<file path="src/rtl/pipe_ctrl_pkg.sv">
// Shared definitions for the pipeline sequencer.
// Holds the sequencer state enum, register-address width and the x0 address.
package core_pkg;

    // Width of the rs1/rs2/rd register-address fields.
    localparam int REG_AW = 5;

    // Address of the hard-wired zero register.
    localparam logic [REG_AW-1:0] X0_ADDR = '0;

    typedef enum logic [1:0] {
        BOOT = 2'd0,
        RUN  = 2'd1,
        HALT = 2'd2
    } state_t;

endpackage

</file>
<file path="src/rtl/pipe_ctrl_hazard_detect.sv">
// Combinational load-use hazard compare between the ID and EX stages.
// Ports: i ID sources/use flags/valid, EX load/rd/valid; o lu (stall request).
module hazard_detect
    import core_pkg::*;
(
    input  logic [REG_AW-1:0] id_rs1,
    input  logic [REG_AW-1:0] id_rs2,
    input  logic              id_use_rs1,
    input  logic              id_use_rs2,
    input  logic              id_valid,
    input  logic              ex_is_load,
    input  logic [REG_AW-1:0] ex_rd,
    input  logic              ex_valid,
    output logic              lu
);

    logic w_rs1_hit;
    logic w_rs2_hit;
    logic w_ex_load;

    assign w_rs1_hit = id_use_rs1 && (id_rs1 == ex_rd);
    assign w_rs2_hit = id_use_rs2 && (id_rs2 == ex_rd);

    // A load writing x0 produces nothing a consumer could wait for.
    assign w_ex_load = ex_valid && ex_is_load && (ex_rd != X0_ADDR);

    assign lu = w_ex_load && id_valid && (w_rs1_hit || w_rs2_hit);

endmodule

</file>
<file path="src/rtl/pipe_ctrl.sv">
// Pipeline sequencer: PC/IF-ID/ID-EX/EX-MEM enables, flushes, halt and boot.
// Ports: clk, rst, memory ready flags, ID/EX hazard info, branch_taken,
//        halt_req, resume; outputs are stage controls, halted and counters.
module pipe_ctrl
    import core_pkg::*;
#(
    parameter int START_DELAY = 2,
    parameter int CNT_W       = 32
) (
    input  logic              clk,
    input  logic              rst,
    input  logic              imem_ready,
    input  logic              dmem_ready,
    input  logic [REG_AW-1:0] id_rs1,
    input  logic [REG_AW-1:0] id_rs2,
    input  logic              id_use_rs1,
    input  logic              id_use_rs2,
    input  logic              id_valid,
    input  logic              ex_is_load,
    input  logic [REG_AW-1:0] ex_rd,
    input  logic              ex_valid,
    input  logic              branch_taken,
    input  logic              halt_req,
    input  logic              resume,
    output logic              pc_we,
    output logic              fetch_valid,
    output logic              if_id_we,
    output logic              if_id_flush,
    output logic              id_ex_we,
    output logic              id_ex_flush,
    output logic              ex_mem_we,
    output logic              halted,
    output logic [CNT_W-1:0]  stall_cnt,
    output logic [CNT_W-1:0]  flush_cnt
);

    localparam logic [3:0] BOOT_LAST = 4'(START_DELAY - 1);

    state_t           r_state;
    state_t           w_next;
    logic [3:0]       r_boot_cnt;
    logic [CNT_W-1:0] r_stall_cnt;
    logic [CNT_W-1:0] r_flush_cnt;
    logic             w_lu;
    logic             w_stall_inc;
    logic             w_flush_inc;

    hazard_detect u_hazard (
        .id_rs1     (id_rs1),
        .id_rs2     (id_rs2),
        .id_use_rs1 (id_use_rs1),
        .id_use_rs2 (id_use_rs2),
        .id_valid   (id_valid),
        .ex_is_load (ex_is_load),
        .ex_rd      (ex_rd),
        .ex_valid   (ex_valid),
        .lu         (w_lu)
    );

    always_comb begin
        w_next      = r_state;
        pc_we       = 1'b0;
        fetch_valid = 1'b0;
        if_id_we    = 1'b0;
        if_id_flush = 1'b0;
        id_ex_we    = 1'b0;
        id_ex_flush = 1'b0;
        ex_mem_we   = 1'b0;
        halted      = 1'b0;
        w_stall_inc = 1'b0;
        w_flush_inc = 1'b0;

        unique case (r_state)
            BOOT: begin
                // Keep the pipe full of bubbles until fetch starts.
                if_id_flush = 1'b1;
                id_ex_flush = 1'b1;
                if (r_boot_cnt == BOOT_LAST) begin
                    w_next = RUN;
                end
            end

            RUN: begin
                if (!dmem_ready) begin
                    // Whole pipe frozen; branch/load-use wait for MEM.
                    w_stall_inc = 1'b1;
                end else if (branch_taken) begin
                    // ID instruction dies, so its hazards are moot.
                    pc_we       = 1'b1;
                    if_id_we    = 1'b1;
                    if_id_flush = 1'b1;
                    id_ex_we    = 1'b1;
                    id_ex_flush = 1'b1;
                    ex_mem_we   = 1'b1;
                    w_flush_inc = 1'b1;
                end else if (w_lu) begin
                    // Hold IF/ID and PC, inject one bubble into EX.
                    id_ex_we    = 1'b1;
                    id_ex_flush = 1'b1;
                    ex_mem_we   = 1'b1;
                    w_stall_inc = 1'b1;
                end else if (!imem_ready) begin
                    // IF/ID captures a not-running slot.
                    if_id_we    = 1'b1;
                    id_ex_we    = 1'b1;
                    ex_mem_we   = 1'b1;
                    w_stall_inc = 1'b1;
                end else begin
                    pc_we       = 1'b1;
                    fetch_valid = 1'b1;
                    if_id_we    = 1'b1;
                    id_ex_we    = 1'b1;
                    ex_mem_we   = 1'b1;
                end

                // A coincident resume cancels the halt.
                if (halt_req && !resume) begin
                    w_next = HALT;
                end
            end

            HALT: begin
                halted = 1'b1;
                if (resume) begin
                    w_next = RUN;
                end
            end

            default: begin
                w_next = BOOT;
            end
        endcase
    end

    always_ff @(posedge clk) begin
        if (rst) begin
            r_state     <= BOOT;
            r_boot_cnt  <= '0;
            r_stall_cnt <= '0;
            r_flush_cnt <= '0;
        end else begin
            r_state <= w_next;
            if (r_state == BOOT) begin
                r_boot_cnt <= r_boot_cnt + 4'd1;
            end
            if (w_stall_inc) begin
                r_stall_cnt <= r_stall_cnt + 1'b1;
            end
            if (w_flush_inc) begin
                r_flush_cnt <= r_flush_cnt + 1'b1;
            end
        end
    end

    assign stall_cnt = r_stall_cnt;
    assign flush_cnt = r_flush_cnt;

endmodule

</file>
<file path="config.mk">
export PLATFORM = sky130hd
export DESIGN_NAME = pipe_ctrl
export DESIGN_NICKNAME = d
export VERILOG_FILES = /design/src/rtl/pipe_ctrl_pkg.sv /design/src/rtl/pipe_ctrl_hazard_detect.sv /design/src/rtl/pipe_ctrl.sv
export SDC_FILE = /design/constraint.sdc
export NUM_CORES = 1
export LEC_CHECK = 0
export CORE_MARGIN = 2
export CORE_UTILIZATION = 35
export DETAILED_ROUTE_END_ITERATION = 12
export PLACE_DENSITY = 0.6
export SYNTH_ARGS = -nofsm -noshare
export SYNTH_HDL_FRONTEND = slang
export SYNTH_HIERARCHICAL = 1
export SYNTH_SLANG_ARGS = --single-unit
</file>
<file path="constraint.sdc">
create_clock -name clk -period 6.4 [get_ports clk]
set_input_delay 1.92 -clock clk [delete_from_list [all_inputs] [get_ports clk]]
set_output_delay 1.92 -clock clk [all_outputs]
set_load 0.05 [all_outputs]
</file>
# After elaboration in Yosys (flattened, before gate mapping)
# Cells that the tools add are included.
dict set report word_totals {
  ff_bits 70
  in_bits 27
  out_inout_bits 72
  word_cells 59
}
dict set report classes {
  addsub 3
  eq_ne 8
  n_mux 32
  reduce_logical 12
}
# operator count
set ops {}
lappend ops {{adder 32 x 1 -> 32 bit (second input constant)} 2}
lappend ops {{2-to-1 mux 1 bit} 26}
lappend ops {{== test 5 bit} 2}
lappend ops {{logical AND 1 bit} 7}
lappend ops {{2-to-1 mux 2 bit} 3}
lappend ops {{!= test 2 bit (second input constant)} 3}
lappend ops {{one-hot mux 2 bit (3 select lines)} 1}
lappend ops {{nonzero test 5 bit} 1}
lappend ops {{adder 4 x 1 -> 4 bit (second input constant)} 1}
lappend ops {{== test 4 x 1 -> 1 bit (second input constant)} 1}
lappend ops {{one-hot mux 1 bit (2 select lines)} 2}
lappend ops {{AND reduction 3 bit} 1}
lappend ops {{== test 2 x 1 -> 1 bit (second input constant)} 1}
lappend ops {{== test 2 bit (second input constant)} 1}
lappend ops {{zero test 2 bit} 1}
lappend ops {{zero test 1 bit} 1}
lappend ops {{logical OR 1 bit} 1}

# Depth between registers and ports, before layout
dict set report logic_depth {
  ltp_word 8
  mapped_depth 10
  ltp_nobuf 9
}

# Cells and area by module
# Netlist, hierarchy kept.
# mod n_inst cells_each area_per_inst_um2 seq_area_each_um2
set by_module_without_submodules {}
lappend by_module_without_submodules {pipe_ctrl 1 393 3349.5 1401.3}
lappend by_module_without_submodules {hazard_detect 1 17 131.4 0.0}

# Worst setup path after synthesis
# No wires, ideal clock.
dict set report synth_path {
  path_type {input port to output port}
  from {input port ex_rd[2]}
  to {output port id_ex_flush}
  arrival_time_ns 3.546
  t_required_ns 4.480
  path_slack_ns 0.934
  cell_stages 6
  path_buffers 0
  path_cell_list {xor2_1 > nor4_1 > nand3_1 > a21oi_1 > nand2_1 > a31oi_1}
}
dict set report synth_between {
  elab_chain_cells 8
  elab_cells_between_ends 13
  classes_between {eq/ne (2); mux (4); reduce/logical (7)}
}
# item line
set synth_lines {}
lappend synth_lines {{from (decl)} pipe_ctrl.sv:20} ;# input logic [REG_AW-1:0] ex_rd,
lappend synth_lines {{== test 5 bit (tied with other cells)} pipe_ctrl_hazard_detect.sv:21} ;# assign w_rs1_hit = id_use_rs1 && (id_rs1 == ex_rd);
lappend synth_lines {{logical AND 1 bit, on equally long branches} {pipe_ctrl_hazard_detect.sv:21, pipe_ctrl_hazard_detect.sv:22, pipe_ctrl_hazard_detect.sv:25}}
lappend synth_lines {{logical OR 1 bit / logical AND 1 bit (equally long branches)} pipe_ctrl_hazard_detect.sv:27} ;# assign lu = w_ex_load && id_valid && (w_rs1_hit || w_rs2_hit);
lappend synth_lines {{logical AND 1 bit (*)} pipe_ctrl_hazard_detect.sv:27}
lappend synth_lines {{via w_lu} pipe_ctrl.sv:44} ;# logic w_lu;
lappend synth_lines {{2-to-1 mux 1 bit (*)} pipe_ctrl.sv:96} ;# end else if (w_lu) begin
lappend synth_lines {{2-to-1 mux 1 bit (*)} pipe_ctrl.sv:87} ;# end else if (branch_taken) begin
lappend synth_lines {{2-to-1 mux 1 bit (*)} pipe_ctrl.sv:84} ;# if (!dmem_ready) begin
lappend synth_lines {{one-hot mux 1 bit (2 select lines) (*)} pipe_ctrl.sv:73} ;# unique case (r_state)
lappend synth_lines {{to (decl)} pipe_ctrl.sv:30} ;# output logic id_ex_flush,
# Mark *: on every way through the listed nets, which the timed path passes. The rest lies on a longest branch.

# Worst setup path after layout
dict set report layout_path {
  from {input port ex_rd[2]}
  to {output port fetch_valid}
}
dict set report layout_between {
  elab_chain_cells 8
  elab_cells_between_ends 13
  classes_between {eq/ne (2); mux (4); reduce/logical (7)}
}
# item line
set layout_lines {}
lappend layout_lines {{== test 5 bit (tied with other cells)} pipe_ctrl_hazard_detect.sv:21}
lappend layout_lines {{logical AND 1 bit, on equally long branches} {pipe_ctrl_hazard_detect.sv:21, pipe_ctrl_hazard_detect.sv:22, pipe_ctrl_hazard_detect.sv:25}}
lappend layout_lines {{logical OR 1 bit / logical AND 1 bit (equally long branches)} pipe_ctrl_hazard_detect.sv:27}
lappend layout_lines {{logical AND 1 bit (*)} pipe_ctrl_hazard_detect.sv:27}
lappend layout_lines {{via w_lu} pipe_ctrl.sv:44}
lappend layout_lines {{2-to-1 mux 1 bit (*)} pipe_ctrl.sv:96}
lappend layout_lines {{2-to-1 mux 1 bit (*)} pipe_ctrl.sv:87}
lappend layout_lines {{2-to-1 mux 1 bit (*)} pipe_ctrl.sv:84}
lappend layout_lines {{2-to-1 mux 1 bit (*)} pipe_ctrl.sv:73}
lappend layout_lines {{to (decl)} pipe_ctrl.sv:26} ;# output logic fetch_valid,
# Marked as above.

==> results.py <==
metrics = {
    "run_status": {
        "status": "complete, no violations",
    },
    "die": {
        "pin_count": 99,
        "rows": 36,
        "die_area_um2": 10760,
        "die_w_um": 103.7,
        "initial_core_util_pct": 35.78,
        "core_um2": 9729,
        "die_y_um": 103.7,
    },
    "grt": {
        "grt_max_degree": 72,
        "grt_pass1_vias": 3060,
        "grt_overflow": 0,
        "grt_pass1_wl_um": 14670,
        "antenna_found_initial": 0,
        "grt_usage_pct": 16.39,
    },
    "route": {
        "drc": 0,
        "top_layer": "met4",
        "vias_per_cell": 5.039,
        "routed_wl_um": 8641,
        "wl_per_cell_um": 13.46,
        "wirelength_met1_um": 3963,
        "ant_nets": 0,
        "wl_met3_um": 389,
        "routed-wl-met2_um": 4069,
        "first_iter_violations": 142,
        "vias": 3235,
        "drt_pre_antenna_iters": 4,
    },
    "cells_and_area": {
        "finalNetCount": 536,
        "diodes": 0,
        "utilization_pct": 48.59,
        "drive_above_1_share_pct": 5.894,
        "layout_commonest_cell": "clkdlybuf4s50_1",
        "syn_to_final_growth_pct": 35.80,
        "layout_common_cells": "93 x clkdlybuf4s50_1, 70 x dfxtp_1, 62 x nor2_1",
        "instances_no_fill": 642,
    },
    "timing": {
        "setup_violations": 0,
        "worst_pin_slew_ns": 0.7301,
        "rsz0062_at_grt": "false",
        "skew_ns": 0.01210,
        "maxSlewHeadroom_pct": 51.33,
        "tns_ns": 0,
        "timing.hold.ws_ns": 0.4940,
        "period_minus_slack_ns": 5.776,
        "hold_viol_final": 0,
        "fmax_mhz": 173.1,
        "fin_ws_ns": 0.6236,
        "final_max_slew_viol_count": 0,
        "fin_crit_sh_pct": 90.26,
    },
    "yosys": {
        "ys_seq_area_share_pct": 40.26,
        "ys_ff_latch": 70,
        "netlist_area_um2": 3481,
        "synth_cell_types": 41,
        "avgSynthCellArea_um2": 8.490,
        "yosys_warnings": 6,
        "synth_top_area_share_pct": 40.26,
        "synthTopCellsByArea": "dfxtp_1 40%, xor2_1 11%, nor2_1 6.7%",
        "syn_inst": 410,
        "synth_top_area_cell": "dfxtp_1",
        "syn_nets": 441,
    },
    "place": {
        "gp_congestion": 0.8797,
        "dp_hpwl_um": 6190,
        "port_buffers": 98,
        "numPlacedInstances": 627,
        "post-place-ws_ns": 0.6293,
    },
    "worst_setup_path": {
        "rr_startpoint": "flush_cnt[6]$_SDFFE_PP0P_",
        "crit_fanout": 4,
        "crit_type": "primary input to primary output",
        "timing.critical_path.arrival_ns": 3.86,
        "startpoint": "ex_rd[2]",
        "critPathLaunchType": "primary input",
        "critPathCaptureType": "primary output",
        "worst-endpoint-required_ns": 4.48,
    },
    "cts": {
        "clock_latency_ns": 0.34,
        "tritoncts": "built",
        "numClockSinks": 70,
        "hold_buffers": 0,
        "clk_transition_reported_paths_ns": 0.08,
        "cts_buffer_depth": 2,
        "cts_root_buf": "clkbuf_8",
        "cts_buffers": 9,
        "post-cts-setup-buffers": 0,
        "postCtsResizedCells": 0,
        "cts.htree.levels": 3,
    },
    "min_path": {
        "hold_path_startpoint": "stall_cnt[31]$_SDFFE_PP0P_",
        "hp-class": "flop to flop",
    },
    "job": {
        "cap_violations": 0,
    },
    "power": {
        "power_per_cell_area_nw_per_um2": 200.7,
        "vdd_drop_max_v": 0.0001042,
        "p_leak_nw": 1.668,
    },
}
[report_power, final]
part	leakage, nW	switching, mW	internal, mW
Clock	0.0865	0.154	0.160
Combinational	1.02	0.102	0.0643
Sequential	0.565	0.0200	0.449
[critical path, cell delays in order]
cell	delay, ns
clkdlybuf4s50_1	0.47
xor2_1	0.20
nor4_1	0.35
nand3_1	0.12
a21oi_1	0.30
nor2b_1	0.12
and3_1	0.22
buf_12	0.15
[routing by layer]
layer,vias to the layer above,global-route usage (%)
met5,-,0
met4,0,6.660
met3,19,3.902
met2,89,26.96
met1,1492,20.69
li1,1635,-
[cell type report]
cell class                 count  area [µm²]
fill                         965        5002
multi-input combinational    315        1968
sequential                    70        1401
timing repair buffer          99       985.9
tap                          133       166.4
clock buffer                  14       162.7
inverter                      10       37.54
clock inverter                 1       5.005
[through the flow]
stage	power, mW	area [µm²]
finish	0.9487	4727
global route	0.9940	4727
CTS	0.9662	4727
detailed placement	0.6453	4559
global placement	0.6432	4559
floorplan	0.5878	3481
[worst paths after layout]
check	endpoint	slack, ns	cells past startpoint
hold reg to reg	stall_cnt[31]$_SDFFE_PP0P_	0.49	2
hold / removal	stall_cnt[31]$_SDFFE_PP0P_	0.49	2
setup reg to reg	flush_cnt[30]$_SDFFE_PP0P_	4.28	5
setup / recovery	fetch_valid	0.62	8
[flip-flops by register name (all words and copies together), names as in the netlist]
signal      cells
flush_cnt      32
r_boot_cnt      4
r_state         2
stall_cnt      32
[Yosys cell counts]
master     number
a211oi_1        2
a21oi_1        19
a31o_2          1
a31oi_1         1
and2_1          4
and2b_2         1
and3_1         14
and4_1          6
and4_4          2
buf_1           1
buf_2           2
buf_4           4
clkbuf_1        8
dfxtp_1        70
ha_1            4
inv_1          10
mux2i_1         2
nand2_1        24
nand2b_1        1
nand3_1        25
nand3b_1        1
nand4_1        26
nand4_2         2
nand4_4         1
nand4b_4        1
nor2_1         62
nor2_4          1
nor2b_1         3
nor3_1          6
nor3b_4         1
nor4_1          8
nor4_2          1
o2111ai_1       1
o21ai_0        15
o21bai_1        1
o31ai_1         3
or2_2           1
or3_1          12
or4_1           5
xnor2_1        16
xor2_1         42
[cell families (layout without fill, tap and decap cells)]
group | after synthesis | after routing | synth area share, %
fa+ha+maj | 4 | 4 | 1.438
mux | 2 | 2 | 0.5751
simple gates | 208 | 208 | 33.07
buf+inv | 25 | 124 | 3.199
flops | 70 | 70 | 40.26
compound gates | 43 | 43 | 6.866
xor+xnor | 58 | 58 | 14.59
No activity file was read; power rests on OpenSTA's default activity.
